==> src/rtl/core_data_arbiter.sv <==
// Round-robin arbiter sharing one data-memory port between the core and the
// image DMA. Requests pass through combinationally; in-order responses are
// steered back to their issuer by a 1-bit ID FIFO.
module core_data_arbiter #(
  parameter int unsigned AddrWidth      = 32,
  parameter int unsigned DataWidth      = 32,
  parameter int unsigned MaxOutstanding = 2
) (
  input  logic                                  clk_i,
  input  logic                                  rst_i,
  // core request/response
  input  logic                                  core_q_valid_i,
  output logic                                  core_q_ready_o,
  input  logic [AddrWidth-1:0]                  core_q_addr_i,
  input  logic                                  core_q_write_i,
  input  logic [DataWidth-1:0]                  core_q_data_i,
  input  logic [DataWidth/8-1:0]                core_q_strb_i,
  output logic                                  core_p_valid_o,
  output logic [DataWidth-1:0]                  core_p_data_o,
  output logic                                  core_p_error_o,
  // dma request/response
  input  logic                                  dma_q_valid_i,
  output logic                                  dma_q_ready_o,
  input  logic [AddrWidth-1:0]                  dma_q_addr_i,
  input  logic                                  dma_q_write_i,
  input  logic [DataWidth-1:0]                  dma_q_data_i,
  input  logic [DataWidth/8-1:0]                dma_q_strb_i,
  output logic                                  dma_p_valid_o,
  output logic [DataWidth-1:0]                  dma_p_data_o,
  output logic                                  dma_p_error_o,
  // memory side
  output logic                                  mem_q_valid_o,
  input  logic                                  mem_q_ready_i,
  output logic [AddrWidth-1:0]                  mem_q_addr_o,
  output logic                                  mem_q_write_o,
  output logic [DataWidth-1:0]                  mem_q_data_o,
  output logic [DataWidth/8-1:0]                mem_q_strb_o,
  input  logic                                  mem_p_valid_i,
  input  logic [DataWidth-1:0]                  mem_p_data_i,
  input  logic                                  mem_p_error_i,
  // status
  output logic [$clog2(MaxOutstanding+1)-1:0]   outstanding_o,
  output logic                                  spurious_rsp_o
);

  localparam int unsigned CntWidth = $clog2(MaxOutstanding + 1);
  localparam int unsigned PtrWidth = (MaxOutstanding > 1) ? $clog2(MaxOutstanding) : 1;
  localparam logic [CntWidth-1:0] CntMax  = CntWidth'(MaxOutstanding);
  localparam logic [PtrWidth-1:0] PtrLast = PtrWidth'(MaxOutstanding - 1);

  typedef enum logic {
    REQ_CORE = 1'b0,
    REQ_DMA  = 1'b1
  } req_id_e;

  req_id_e                   rr_q;
  logic                      lock_q;
  req_id_e                   lock_id_q;
  logic [MaxOutstanding-1:0] fifo_q;
  logic [PtrWidth-1:0]       wr_ptr_q;
  logic [PtrWidth-1:0]       rd_ptr_q;
  logic [CntWidth-1:0]       count_q;
  logic                      spurious_q;

  req_id_e gnt;
  logic    full;
  logic    gnt_valid;
  logic    push;
  logic    pop;
  req_id_e head;

  // Grant selection: a held lock wins, then a lone requester, then round-robin.
  always_comb begin
    gnt = REQ_CORE;
    if (lock_q) begin
      gnt = lock_id_q;
    end else if (core_q_valid_i && dma_q_valid_i) begin
      gnt = (rr_q == REQ_CORE) ? REQ_DMA : REQ_CORE;
    end else if (dma_q_valid_i) begin
      gnt = REQ_DMA;
    end
  end

  // Full blocking uses the pre-pop count, so a freed slot is reusable next cycle.
  assign full      = (count_q == CntMax);
  assign gnt_valid = (gnt == REQ_DMA) ? dma_q_valid_i : core_q_valid_i;

  assign mem_q_valid_o  = !rst_i && !full && gnt_valid;
  assign core_q_ready_o = !rst_i && !full && (gnt == REQ_CORE) && mem_q_ready_i;
  assign dma_q_ready_o  = !rst_i && !full && (gnt == REQ_DMA)  && mem_q_ready_i;

  // Forward the granted requester's fields to the memory port.
  always_comb begin
    mem_q_addr_o  = core_q_addr_i;
    mem_q_write_o = core_q_write_i;
    mem_q_data_o  = core_q_data_i;
    mem_q_strb_o  = core_q_strb_i;
    if (gnt == REQ_DMA) begin
      mem_q_addr_o  = dma_q_addr_i;
      mem_q_write_o = dma_q_write_i;
      mem_q_data_o  = dma_q_data_i;
      mem_q_strb_o  = dma_q_strb_i;
    end
  end

  assign push = mem_q_valid_o && mem_q_ready_i;
  assign pop  = !rst_i && mem_p_valid_i && (count_q != '0);
  assign head = req_id_e'(fifo_q[rd_ptr_q]);

  // Response routing: data fans out to both, only the head's issuer sees valid.
  assign core_p_valid_o = pop && (head == REQ_CORE);
  assign dma_p_valid_o  = pop && (head == REQ_DMA);
  assign core_p_data_o  = mem_p_data_i;
  assign dma_p_data_o   = mem_p_data_i;
  assign core_p_error_o = mem_p_error_i;
  assign dma_p_error_o  = mem_p_error_i;

  assign outstanding_o  = count_q;
  assign spurious_rsp_o = spurious_q;

  // Control state: round-robin pointer, stall lock, FIFO pointers/count, sticky flag.
  always_ff @(posedge clk_i) begin
    if (rst_i) begin
      rr_q       <= REQ_DMA;
      lock_q     <= 1'b0;
      lock_id_q  <= REQ_CORE;
      wr_ptr_q   <= '0;
      rd_ptr_q   <= '0;
      count_q    <= '0;
      spurious_q <= 1'b0;
    end else begin
      if (push) begin
        rr_q     <= gnt;
        lock_q   <= 1'b0;
        wr_ptr_q <= (wr_ptr_q == PtrLast) ? '0 : wr_ptr_q + PtrWidth'(1);
      end else if (mem_q_valid_o) begin
        lock_q    <= 1'b1;
        lock_id_q <= gnt;
      end
      if (pop) begin
        rd_ptr_q <= (rd_ptr_q == PtrLast) ? '0 : rd_ptr_q + PtrWidth'(1);
      end
      if (push && !pop) begin
        count_q <= count_q + CntWidth'(1);
      end else if (!push && pop) begin
        count_q <= count_q - CntWidth'(1);
      end
      if (mem_p_valid_i && (count_q == '0)) begin
        spurious_q <= 1'b1;
      end
    end
  end

  // ID FIFO storage: records which requester issued each accepted transaction.
  always_ff @(posedge clk_i) begin
    if (push) begin
      fifo_q[wr_ptr_q] <= gnt;
    end
  end

endmodule

==> config.mk <==
export PLATFORM = sky130hd
export DESIGN_NAME = core_data_arbiter
export DESIGN_NICKNAME = d
export VERILOG_FILES = /design/src/rtl/core_data_arbiter.sv
export SDC_FILE = /design/constraint.sdc
export NUM_CORES = 1
export LEC_CHECK = 0
export CAP_MARGIN = 30
export CORE_AREA = 8 8 119 121
export CTS_CLUSTER_DIAMETER = 100
export CTS_CLUSTER_SIZE = 8
export DETAILED_ROUTE_END_ITERATION = 7
export DIE_AREA = 0 0 127 129
export PLACE_DENSITY = 0.59
export SYNTH_ARGS = -nofsm -noshare
export SYNTH_HDL_FRONTEND = slang
export SYNTH_SLANG_ARGS = --single-unit
==> constraint.sdc <==
create_clock -name clk_i -period 3 [get_ports clk_i]
set_input_delay 0.75 -clock clk_i [delete_from_list [all_inputs] [get_ports clk_i]]
set_output_delay 0.75 -clock clk_i [all_outputs]
set_load 0.02 [all_outputs]
==> impl_metrics.env, run 1 <==
export IMPL_status="finished clean"
export IMPL_synth_avg_cell_area_um2=9.05
export IMPL_synth_cell_type_count=27
export IMPL_irDropWorstVdd_uv=187
export IMPL_setup_viol=0
export IMPL_final_common_cell="clkdlybuf4s50_1"
export IMPL_grt_usage=0.105
export IMPL_place_ws_ns=-0.570
export IMPL_drv_slew=0
export IMPL_grt_max_degree=15
export IMPL_detail_route_antenna_nets=0
export IMPL_power_leakage_nw=1.84
export IMPL_crit_chain="dlygate4sd2_1 -> nand2_1 -> a22oi_2 -> buf_6 -> buf_16 -> buf_4 -> mux2_4 -> buf_6"
export IMPL_fin_ws_ns=0.120
export IMPL_ys_seq_elements=10
export IMPL_place_congestion=0.791
export IMPL_netlist_area_um2=1840
export IMPL_area_growth_pct=125
export IMPL_postSynth_asyncResetShare=0
export IMPL_critPathMostFrequentCell="buf_6"
export IMPL_root_buffer="clkbuf_16"
export IMPL_synth_seq_area_share=0.120
export IMPL_crit_type="in -> out"
export IMPL_antenna_found_initial=0
export IMPL_num_rows=41
export IMPL_timing_hold_violations_final=0
export IMPL_via_per_inst=3.96
export IMPL_crit_fanout=7
export IMPL_fin_skew_ns=0.00347
export IMPL_via_count=2118
export IMPL_drtIter0Drc=16
export IMPL_cts_tree="yes"
export IMPL_critPathLaunchType="input pin"
export IMPL_initial_core_util=0.149
export IMPL_holdBufCountCts=0
export IMPL_crit_slowest_cell="mux2_4"
export IMPL_wl_per_cell_um=18.4
export IMPL_crit_path_end_kind="output pin"
export IMPL_finalNetCount=564
export IMPL_ys_flop_type="dfxtp_1"
export IMPL_fp_coreArea_um2=12300
export IMPL_cpPeakStageDelay_ns=0.31
export IMPL_final_cell_mix="clkdlybuf4s50_1 (144), buf_6 (44), mux2_2 (42)"
export IMPL_wirelength_um=9840
export IMPL_powerDensity_nw_per_um2=329
export IMPL_antenna_cells=0
export IMPL_synth_nets=381
export IMPL_synth_cells=203
export IMPL_ios=320
export IMPL_overflow=0
export IMPL_die_area_um2=16400
export IMPL_first_pass_iters=4
export IMPL_min_period_ns=2.88
export IMPL_numPortBuffers=220
export IMPL_fmax_mhz=347
export IMPL_clk_pin_slew_ns=0.04
export IMPL_yosysWarnings=0
export IMPL_holdWs_ns=0.480
export IMPL_die_h_um=129
export IMPL_dieWidth_um=127
export IMPL_cts_sink_count=10
export IMPL_clockBufferDepth=2
export IMPL_crit_required_ns=2.25
export IMPL_cp_arrival_ns=2.13
export IMPL_relSlewSlack=0.831
export IMPL_synth_edf_count=2
export IMPL_dp_hpwl_um=8130
export IMPL_worstMarginPinSlew_ns=0.254
export IMPL_finalCritPeriodShare=0.960
export IMPL_grt_pass1_wl_um=13600
export IMPL_drive_gt1_frac=0.475
export IMPL_clock_latency_ns=0.23
export IMPL_rsz0062_at_grt="false"
export IMPL_cts_made_buffers=3
export IMPL_grt_pass1_vias=2539
export IMPL_htreeDepth=1
export IMPL_min_path_type="reg -> reg"
export IMPL_drcViolationCount=0
export IMPL_setup_tns_final_ns=0
export IMPL_cap_violations=0
## cells in the mapped netlist (2+ instances only)
| library cell | number | share of area |
|---|---|---|
| mux2_2 | 69 | 0.42 |
| buf_4 | 66 | 0.27 |
| nor2_1 | 9 | 0.018 |
| dfxtp_1 | 8 | 0.087 |
| buf_2 | 7 | 0.019 |
| a21oi_1 | 5 | 0.014 |
| inv_1 | 5 | 0.010 |
| nor2b_1 | 4 | 0.014 |
| mux2i_1 | 3 | 0.016 |
| nand2b_1 | 3 | 0.010 |
| or3_1 | 3 | 0.010 |
| xor2_1 | 3 | 0.014 |
| and2_1 | 2 | 0.0068 |
| edfxtp_1 | 2 | 0.033 |
| o21ai_0 | 2 | 0.0054 |
## worst max-delay path: cells and delay by family
| family | cells | cell delay (ns) |
|---|---|---|
| mux | 1 | 0.31 |
| compound gates | 1 | 0.21 |
| simple gates | 1 | 0.06 |
| buf+inv | 5 | 0.80 |
## flip-flops by register name, indices dropped and copies added, names as in the netlist
name / count
fifo_q: 2
lock_id_q: 1
lock_q: 1
spurious_rsp_o: 1
rr_q: 1
outstanding_o: 2
rd_ptr_q: 1
wr_ptr_q: 1
## logic make-up (layout without fill, tap and decap cells)
kind of cell / after synthesis / in the layout / synth area share
buffers and inverters: 79 / 261 / 0.301
muxes: 73 / 73 / 0.447
and+or+nand+nor: 25 / 25 / 0.0701
AOI/OAI and AO/OA: 12 / 12 / 0.0415
DFF: 10 / 10 / 0.120
xor gates and xnor gates: 3 / 3 / 0.0143
adders and majority gates: 1 / 1 / 0.00681
## worst paths after layout
| check | start | endpoint | slack (ns) | depth (start not counted) |
|---|---|---|---|---|
| worst min register to register | wr_ptr_q | wr_ptr_q | 0.48 | 1 |
| worst max register to register | lock_q | outstanding_o[1] | 0.85 | 8 |
| worst max-delay path | core_q_valid_i | mem_q_data_o[5] | 0.12 | 8 |
| worst min-delay path | wr_ptr_q | wr_ptr_q | 0.48 | 1 |
## report_power, final
| group | switching, mW | leakage (nW) | internal, mW | total, mW |
|---|---|---|---|---|
| clock network | 0.0605 | 0.0442 | 0.200 | 0.261 |
| registers | 0.0176 | 0.0842 | 0.155 | 0.172 |
| logic | 0.375 | 1.71 | 0.551 | 0.926 |
| total | 0.454 | 1.84 | 0.906 | 1.36 |
## layout make-up
type	instances	area [µm²]
multi-input combinational	114	1180
timing repair buffer	252	2440
clock buffer	4	88.8
sequential	10	220
inverter	5	18.8
tap	150	188
fill	1278	8180
## per-layer routing
metal / global-route usage / vias to the layer above / wire, µm
met2: 0.183 / 146 / 5030
met4: 0.0245 / 0 / 138
met3: 0.0476 / 21 / 1100
met1: 0.114 / 957 / 3580
met5: 0 / - / 0
li1: - / 994 / -
## through the flow
stage | area, µm² | util | instances | power, mW
3_5_place_dp | 3890 | 0.316 | 522 | 1.04
4_1_cts | 3850 | 0.312 | 531 | 1.27
3_3_place_gp | 3890 | 0.316 | 522 | 1.03
2_1_floorplan | 1840 | - | 203 | 0.666
6_report | 4140 | 0.336 | 535 | 1.36
5_1_grt | 4140 | 0.336 | 535 | 1.43
## what timing repair did
| action | in CTS | in global routing |
|---|---|---|
| gates resized for setup | 280 | 134 |
| gates cloned | 3 | 2 |
| pin swaps | 1 | 1 |
| setup buffers | 2 | 7 |
| endpoints found under the setup margin | 74 | 69 |
Note: power is estimated with default switching activity, not from simulation.
==> run 2: changes to the inputs <==
==> config.mk (replaced) <==
export PLATFORM = sky130hd
export DESIGN_NAME = core_data_arbiter
export DESIGN_NICKNAME = d
export VERILOG_FILES = /design/src/rtl/core_data_arbiter.sv
export SDC_FILE = /design/constraint.sdc
export NUM_CORES = 1
export LEC_CHECK = 0
export CAP_MARGIN = 15
export CELL_PAD_IN_SITES_DETAIL_PLACEMENT = 0
export CELL_PAD_IN_SITES_GLOBAL_PLACEMENT = 1
export CORE_ASPECT_RATIO = 2
export CORE_MARGIN = 8
export CORE_UTILIZATION = 12
export CTS_CLUSTER_DIAMETER = 100
export CTS_CLUSTER_SIZE = 8
export DETAILED_ROUTE_END_ITERATION = 7
export PLACE_DENSITY = 0.77
export SYNTH_ARGS = -nofsm -noshare
export SYNTH_HDL_FRONTEND = slang
export SYNTH_SLANG_ARGS = --single-unit
==> run 2 against run 1 <==
Effect of this change: clock power is 10% lower; largest cell class unchanged; die area rose by 21%; largest power group unchanged; count of clock-buffer cells in the layout fell by 1.
==> impl_metrics.env, run 2 (same netlist as run 1, synthesis figures left out) <==
export IMPL_status="finished clean"
export IMPL_num_rows=64
export IMPL_drcViolationCount=0
export IMPL_htreeDepth=1
export IMPL_crit_chain="clkdlybuf4s15_1 -> nand2_1 -> a22oi_2 -> buf_6 -> buf_12 -> buf_12 -> buf_16 -> mux2_4 -> buf_6"
export IMPL_die_h_um=191
export IMPL_fin_skew_ns=0.000862
export IMPL_cts_sink_count=10
export IMPL_combinationalPowerShare=0.717
export IMPL_crit_path_end_kind="output pin"
export IMPL_relSlewSlack=0.802
export IMPL_cpPeakStageDelay_ns=0.32
export IMPL_holdBufCountCts=0
export IMPL_layout_filler_cells=1580
export IMPL_internal_power_mw=0.908
export IMPL_place_congestion=0.836
export IMPL_top_layer="met5"
export IMPL_wl_per_cell_um=24.4
export IMPL_rr_startpoint="lock_q"
export IMPL_power_switching_mw=0.535
export IMPL_clock_latency_ns=0.24
export IMPL_min_period_ns=2.92
export IMPL_hp_start="spurious_rsp_o"
export IMPL_fmax_mhz=342
export IMPL_finalNetCount=567
export IMPL_area_growth_pct=134
export IMPL_wl_met2_um=5660
export IMPL_rsz0062_at_grt="false"
export IMPL_dieWidth_um=104
export IMPL_timing_hold_violations_final=0
export IMPL_grt_max_degree=11
export IMPL_first_pass_iters=4
export IMPL_crit_fanout=4
export IMPL_clk_pin_slew_ns=0.04
export IMPL_min_path_type="reg -> reg"
export IMPL_seqPwrFrac=0.121
export IMPL_root_buffer="clkbuf_16"
export IMPL_crit_required_ns=2.25
export IMPL_wirelength_um=14300
export IMPL_met1Wirelength_um=5160
export IMPL_cp_arrival_ns=2.17
export IMPL_ios=320
export IMPL_final_common_cell="clkdlybuf4s50_1"
export IMPL_crit_buf_inv=6
export IMPL_die_area_um2=19800
export IMPL_drive_gt1_frac=0.470
export IMPL_irDropWorstVdd_uv=166
export IMPL_numPortBuffers=220
export IMPL_finalCritPeriodShare=0.974
export IMPL_setup_viol=0
export IMPL_worstMarginPinSlew_ns=0.297
export IMPL_drv_slew=0
export IMPL_crit_slowest_cell="mux2_4"
export IMPL_cts_tree="yes"
export IMPL_drtIter0Drc=29
export IMPL_cap_violations=0
export IMPL_dp_hpwl_um=12400
export IMPL_grt_usage=0.144
export IMPL_clockPowerShare=0.162
export IMPL_overflow=0
export IMPL_crit_type="in -> out"
export IMPL_critical_path_top_delay_family="buffers and inverters"
export IMPL_cts_made_buffers=3
export IMPL_setup_tns_final_ns=0
export IMPL_grt_pass1_wl_um=20100
export IMPL_via_per_inst=3.73
export IMPL_detail_route_antenna_nets=0
export IMPL_clockBufferDepth=2
export IMPL_critPathLaunchType="input pin"
export IMPL_power_share_switching=0.371
export IMPL_via_count=2186
export IMPL_dp_cells=564
export IMPL_final_cell_mix="clkdlybuf4s50_1 (144), mux2_2 (43), buf_2 (31)"
export IMPL_grt_pass1_vias=2678
export IMPL_met3_length_um=3060
export IMPL_fp_coreArea_um2=15100
export IMPL_powerDensity_nw_per_um2=335
export IMPL_power_leakage_nw=1.87
export IMPL_antenna_found_initial=2
export IMPL_fin_cells=586
export IMPL_initial_core_util=0.121
export IMPL_cp_startpoint="core_q_valid_i"
## run 2: changes by cell type in the layout (fill, tap and decap cells not counted), moves of 4 or more
| cell | delta |
|---|---|
| buf_16 | +4 |
| clkdlybuf4s15_2 | +10 |
| buf_4 | +4 |
| buf_6 | -24 |
| buf_12 | +6 |
## run 2: timing repair
item	4_1_cts	5_1_grt
setup endpoints to repair	74	50
cloned	6	0
pin swaps	1	1
resized for setup	290	8
setup buffers	13	0
## run 2: power groups by stage
stage	Clock, mW	Sequential, mW	Combinational (mW)
after floorplan	0	0.178	0.488
after global placement	0	0.175	0.908
after detailed placement	0	0.175	0.909
after CTS	0.241	0.174	1.05
after global routing	0.248	0.177	1.10
final	0.234	0.175	1.04
## run 2: layout make-up
| cell class | count | area [µm²] | area share |
|---|---|---|---|
| inverters | 5 | 18.8 | 0.00436 |
| well taps | 198 | 248 | 0.0575 |
| multi-input cells | 114 | 1170 | 0.272 |
| clock buffers | 3 | 75.1 | 0.0174 |
| diodes | 1 | 2.50 | 0.000581 |
| repair buffers | 255 | 2570 | 0.597 |
| flip-flops and latches | 10 | 220 | 0.0511 |
## run 2: stage by stage
stage | hold slack, ns | total power [mW] | worst slack, ns | utilization | area, µm²
after floorplan | 0.453 | 0.666 | 0.414 | - | 1840
after global placement | 0.459 | 1.08 | -0.633 | 0.254 | 3850
after global routing | 0.512 | 1.52 | 0.00843 | 0.284 | 4300
final | 0.486 | 1.44 | 0.0791 | 0.284 | 4310
after CTS | 0.486 | 1.46 | 0.0330 | 0.283 | 4290
after detailed placement | 0.477 | 1.08 | -0.637 | 0.254 | 3850
## run 2: worst paths after layout
| path | to | slack (ns) | depth (start not counted) |
|---|---|---|---|
| min reg2reg | spurious_rsp_o | 0.49 | 2 |
| max reg2reg | outstanding_o[1] | 0.61 | 11 |
| max | mem_q_addr_o[11] | 0.08 | 9 |
| min | spurious_rsp_o | 0.49 | 2 |
## run 2: worst reg2reg max path: cells and delay by family, from the launching register on
kind,cells,cell delay (ns)
AOI/OAI and AO/OA,2,0.34
and+or+nand+nor,2,0.42
buffers and inverters,5,0.63
DFF,1,0.42
muxes,1,0.23
adders and majority gates,1,0.27
## run 2: routing by layer
metal	global-route usage	vias up
li1	-	1005
met1	0.150	917
met2	0.207	233
met3	0.126	29
met4	0.0444	2
met5	0	-
==> run 3: changes to the inputs <==
--- a/config.mk
+++ b/config.mk
@@ -14,6 +14,7 @@
 export CTS_CLUSTER_DIAMETER = 100
 export CTS_CLUSTER_SIZE = 8
 export DETAILED_ROUTE_END_ITERATION = 7
+export HOLD_SLACK_MARGIN = 0.05
 export PLACE_DENSITY = 0.77
 export SYNTH_ARGS = -nofsm -noshare
 export SYNTH_HDL_FRONTEND = slang
==> results of run 3 <==
The final DEF is identical to that of run 2; final timing and power are the same.
==> RTL change 1: new RTL, settings of run 2 <==
`DataWidth`: 32 -> 48.
--- a/src/rtl/core_data_arbiter.sv
+++ b/src/rtl/core_data_arbiter.sv
@@ -3,7 +3,7 @@
 // steered back to their issuer by a 1-bit ID FIFO.
 module core_data_arbiter #(
   parameter int unsigned AddrWidth      = 32,
-  parameter int unsigned DataWidth      = 32,
+  parameter int unsigned DataWidth      = 48,
   parameter int unsigned MaxOutstanding = 2
 ) (
   input  logic                                  clk_i,
Ports: changed (9 resized); port bits go from 320 to 422. The function was not compared with the original's and may differ.
==> RTL change 1 against run 2 <==
Core utilization is 2.9 points lower; sequential cell count did not move; clock power grew 2%; global-route usage down 2.8 points; setup slack lost 35 ps; die area is 22% higher; first-iteration DRC count rose to 2.8 times the old value; wire length increased by 0.60%; critical path depth fell by 1; area after synthesis increased by 25%; final area up 12%; register-to-register slack better by 230 ps; via count grew 18%; total power up 1.3%.
==> RTL change 1: results (changes against run 2) <==
Synthesized net count: 485 (+27%)
Worst skew pair latency: 240 ps (about the same)
Root Driver: clkbuf_16
Final Instance Count excl. Fillers: 712 (+22%)
Clock-pin slew on the worst setup and hold paths: 40 ps (about the same)
H-Tree Depth: 1 (unchanged)
Ys async rst share: 0% (unchanged)
Outcome: finished clean
Dpl ws: -593 ps (+44.2 ps)
Share of post-route cells with drive strength above 1: 47.9% (+0.89 points)
Sequential share of the synthesized area: 9.55% (-2.4 points)
# diodes: 0 (-1)
Initial antenna violation count: 0 (-2)
Number of global-route vias before repair: 3164 (+18%)
Synth area leaders: mux2_2 43%, buf_4 32%, dfxtp_1 6.9%, edfxtp_1 2.6%, buf_2 1.5%
Top post-synthesis cells by count: 99 x buf_4, 87 x mux2_2, 9 x nor2_1
Pin count of the biggest net entering global routing: 11 (unchanged)
Worst VDD drop: 0.136 mV (-18%)
Synthesis Warnings: 0 (unchanged)
Cell count after synthesis: 255 (+26%)
Netlist cell types: 28 (+3.7%)
Clock skew: 4.21 ps (+3.35 ps)
Number of enable flip-flop cells after synthesis: 2 (unchanged)
P_int: 0.000936 W (+3.0%)
Via Count: 2578 (+18%)
Total Routed Length: 14.4 mm (+0.60%)
Max Buffers Root-to-Sink: 2 (unchanged)
First-pass GRT wire length: 20.2 mm (+0.48%)
Arrival time worst endpoint: 2210 ps (+40 ps)
GRT Total Usage: 11.5% (-2.8 points)
CP Max Fanout: 8 (+4)
Max_slew headroom: 81.7% (+1.5 points)
Post-Place Cells: 699 (+24%)
Gp weighted congestion: 0.770 (-7.9%)
Dpl hpwl: 12.7 mm (+2.8%)
Dominant synthesized flop cell: dfxtp_1
First-pass DRT Iterations: 4 (unchanged)
Cts bufs inserted: 3 (unchanged)
Leakage power total: 2.02 nW (+7.9%)
Min-delay worst type: reg2reg
Net count, final: 688 (+21%)
I/O Buffers: 274 (+25%)
Drt initial violations: 82 (+180%)
-- RTL change 1: changes by cell type after synthesis --
cell	before	now
a211oi_1	1	0
a211oi_2	0	1
buf_4	66	99
buf_6	0	1
mux2_2	69	87
-- RTL change 1: logic make-up after synthesis --
kind of cell / share of synthesized area, %
multiplexers: 44.4
AO/OA/AOI/OAI: 3.53
flip-flops: 9.55
AND/OR/NAND/NOR: 5.59
adder cells (fa/ha/maj): 0.543
XOR/XNOR: 1.14
buffers and inverters: 35.2
-- RTL change 1: what timing repair did --
item / CTS / global route
hold endpoints to repair: 0 / 0
setup endpoints to repair: 91 / 63
pin swaps: 1 / 0
resized for setup: 306 / 47
gates cloned: 4 / 0
buffers inserted: 5 / 3
-- RTL change 1: area by class of cell --
| cell class | instances | area [um^2] |
|---|---|---|
| Fill cell | 2143 | 14000 |
| Timing Repair Buffer | 306 | 2840 |
| Multi-Input combinational cell | 132 | 1330 |
| Tap cell | 255 | 319 |
| Sequential cell | 10 | 220 |
| Clock buffer | 4 | 78.8 |
| Inverter | 5 | 18.8 |
-- RTL change 1: power by group through the flow --
stage	sequential, W	clock, W	combinational [W]
3_3_place_gp	0.000175	0	0.00106
3_5_place_dp	0.000175	0	0.00107
2_1_floorplan	0.000178	0	0.000633
6_report	0.000174	0.000239	0.00105
4_1_cts	0.000174	0.000244	0.00111
5_1_grt	0.000177	0.000256	0.00112
-- RTL change 1: through the flow --
stage | setup TNS (ps) | total power (W) | area, um^2
floorplan | 0 | 0.000811 | 2300
global placement | -40110 | 0.00124 | 4760
detailed placement | -44610 | 0.00124 | 4760
CTS | -28.3 | 0.00153 | 5020
global route | -222 | 0.00156 | 4810
finish | 0 | 0.00146 | 4810
-- RTL change 1: path summary, 6_finish.rpt --
check / from / to / slack, ps / cells after the start
worst max register to register: lock_q / outstanding_o[1] / 840 / 8
worst min register to register: spurious_rsp_o / spurious_rsp_o / 470 / 2
worst min-delay path: spurious_rsp_o / spurious_rsp_o / 470 / 2
worst max-delay path: dma_q_valid_i / mem_q_addr_o[5] / 40 / 8
-- RTL change 1: worst max-delay path, stage by stage --
cell and delay (ps):
clkdlybuf4s15_2 190, nor2b_4 120, a22oi_2 190, buf_6 190
buf_4 140, buf_16 120, mux2_2 330, buf_2 160
-- RTL change 1: metal layers --
layer | track usage (%) | part of all wire [%] | up-vias | wire (um)
met5 | 0 | 0 | - | 0
met4 | 10.5 | 8.6 | 0 | 1240
met3 | 5.29 | 14 | 89 | 1940
met2 | 19.1 | 49 | 201 | 6990
met1 | 10.4 | 29 | 1109 | 4180
li1 | - | - | 1179 | -
==> RTL change 2: new RTL, config.mk and constraints of run 2 <==
Made on the original files. Reset style: asynchronous (`rst_i`), changed in one clocked block.
--- a/src/rtl/core_data_arbiter.sv
+++ b/src/rtl/core_data_arbiter.sv
@@ -119,7 +119,7 @@
   assign spurious_rsp_o = spurious_q;
 
   // Control state: round-robin pointer, stall lock, FIFO pointers/count, sticky flag.
-  always_ff @(posedge clk_i) begin
+  always_ff @(posedge clk_i or posedge rst_i) begin
     if (rst_i) begin
       rr_q       <= REQ_DMA;
       lock_q     <= 1'b0;
Check against the original RTL: differs if rst_i is asserted again (counterexample within 4 cycles, from zero or initial values and one cycle with rst_i high); with rst_i held inactive, the same outputs for 10 cycles.
==> RTL change 2 against run 2 <==
Non-clock buffer count down 7; wire length shrank 14%; highest routed layer unchanged; sequential power rose by 39%; total power increased by 56%; largest cell class unchanged; area after synthesis rose by 20%; setup slack gained 21 ps; sequential cell count is the same; final area fell by 0.64%.
==> RTL change 2: results (changes against run 2) <==
Dpl hpwl: 10.8 mm (-13%)
Worst R2R Path Depth: 9 (-2)
Fin util: 23.6% (-4.9 points)
Post-CTS Resized: 240 (-17%)
Count of non-CTS inverters in the layout: 7 (+2)
Post-CTS Setup Bufs: 6 (-7)
Non-clk buf share: 55.5% (-4.2 points)
Sequential share of the synthesized area: 11.9% (-0.13 points)
Synth area leaders: mux2_4 45%, buf_4 22%, dfrtp_1 7.9%, buf_12 7.3%, edfxtp_1 2.7%
Count of plain and timing-repair buffers in the layout: 248 (-2.7%)
Net count, final: 553 (-2.5%)
Worst VDD drop: 0.543 mV (+230%)
Clock skew: 2.93 ps (+2.06 ps)
FILL cells: 1950 (+23%)
Via Count: 2155 (-1.4%)
Area share of the largest cell type after synthesis: 44.9% (+2.6 points)
Seq/total area: 6.11% (+1.0 points)
GRT Total Usage: 9.87% (-4.5 points)
Outcome: finished clean
Max_slew headroom: 71.0% (-9.2 points)
# diodes: 0 (-1)
Total Routed Length: 12.2 mm (-14%)
Synth Area per Inst: 11.3 um^2 (+24%)
Hold path depth: 1 (-1)
Top post-synthesis cells by count: 66 x buf_4, 66 x mux2_4, 8 x buf_12, 8 x nor2_1
Share of post-route cells with drive strength above 1: 43.3% (-3.7 points)
Leakage power total: 2.06 nW (+10%)
Synth Area in Adders: 0.567% (-0.11 points)
Cell count after synthesis: 196 (-3.4%)
Gp weighted congestion: 0.887 (+6.1%)
Number of global-route vias before repair: 2476 (-7.5%)
Multi-In Gates: 105 (-7.9%)
Ys async rst share: 80.0% (+80 points)
Dpl ws: -615 ps (+23.0 ps)
Complex-gate fraction of the synthesized area: 3.46% (-0.69 points)
Post-Place Cells: 577 (+2.3%)
Sequential Power: 0.000244 W (+39%)
Seq cells: 10 (unchanged)
==> RTL change 2: cell types whose count changed in the layout (fill, tap and decap cells not counted), moves of 9 or more <==
cell / delta
dlygate4sd2_1: +11
mux2_2: -41
buf_2: +9
mux2_4: +41
==> RTL change 2: metal layers <==
metal / routed length (um) / part of all wire [%] / vias up / GRT usage, %
li1: - / - / 962 / -
met1: 4220 / 35 / 931 / 9.18
met2: 5620 / 46 / 252 / 17.2
met3: 2240 / 18 / 8 / 7.34
met4: 127 / 1.0 / 2 / 1.47
met5: 13 / 0.11 / - / 0
==> RTL change 2: final timing paths <==
check / startpoint / to / slack (ps)
max in group asynchronous: rst_i / rr_q / 1890
max: dma_q_valid_i / mem_q_addr_o[19] / 100
min in group asynchronous: rst_i / spurious_rsp_o / 900
min reg2reg: spurious_rsp_o / spurious_rsp_o / 470
max reg2reg: outstanding_o[1] / outstanding_o[1] / 1100
min: spurious_rsp_o / spurious_rsp_o / 470
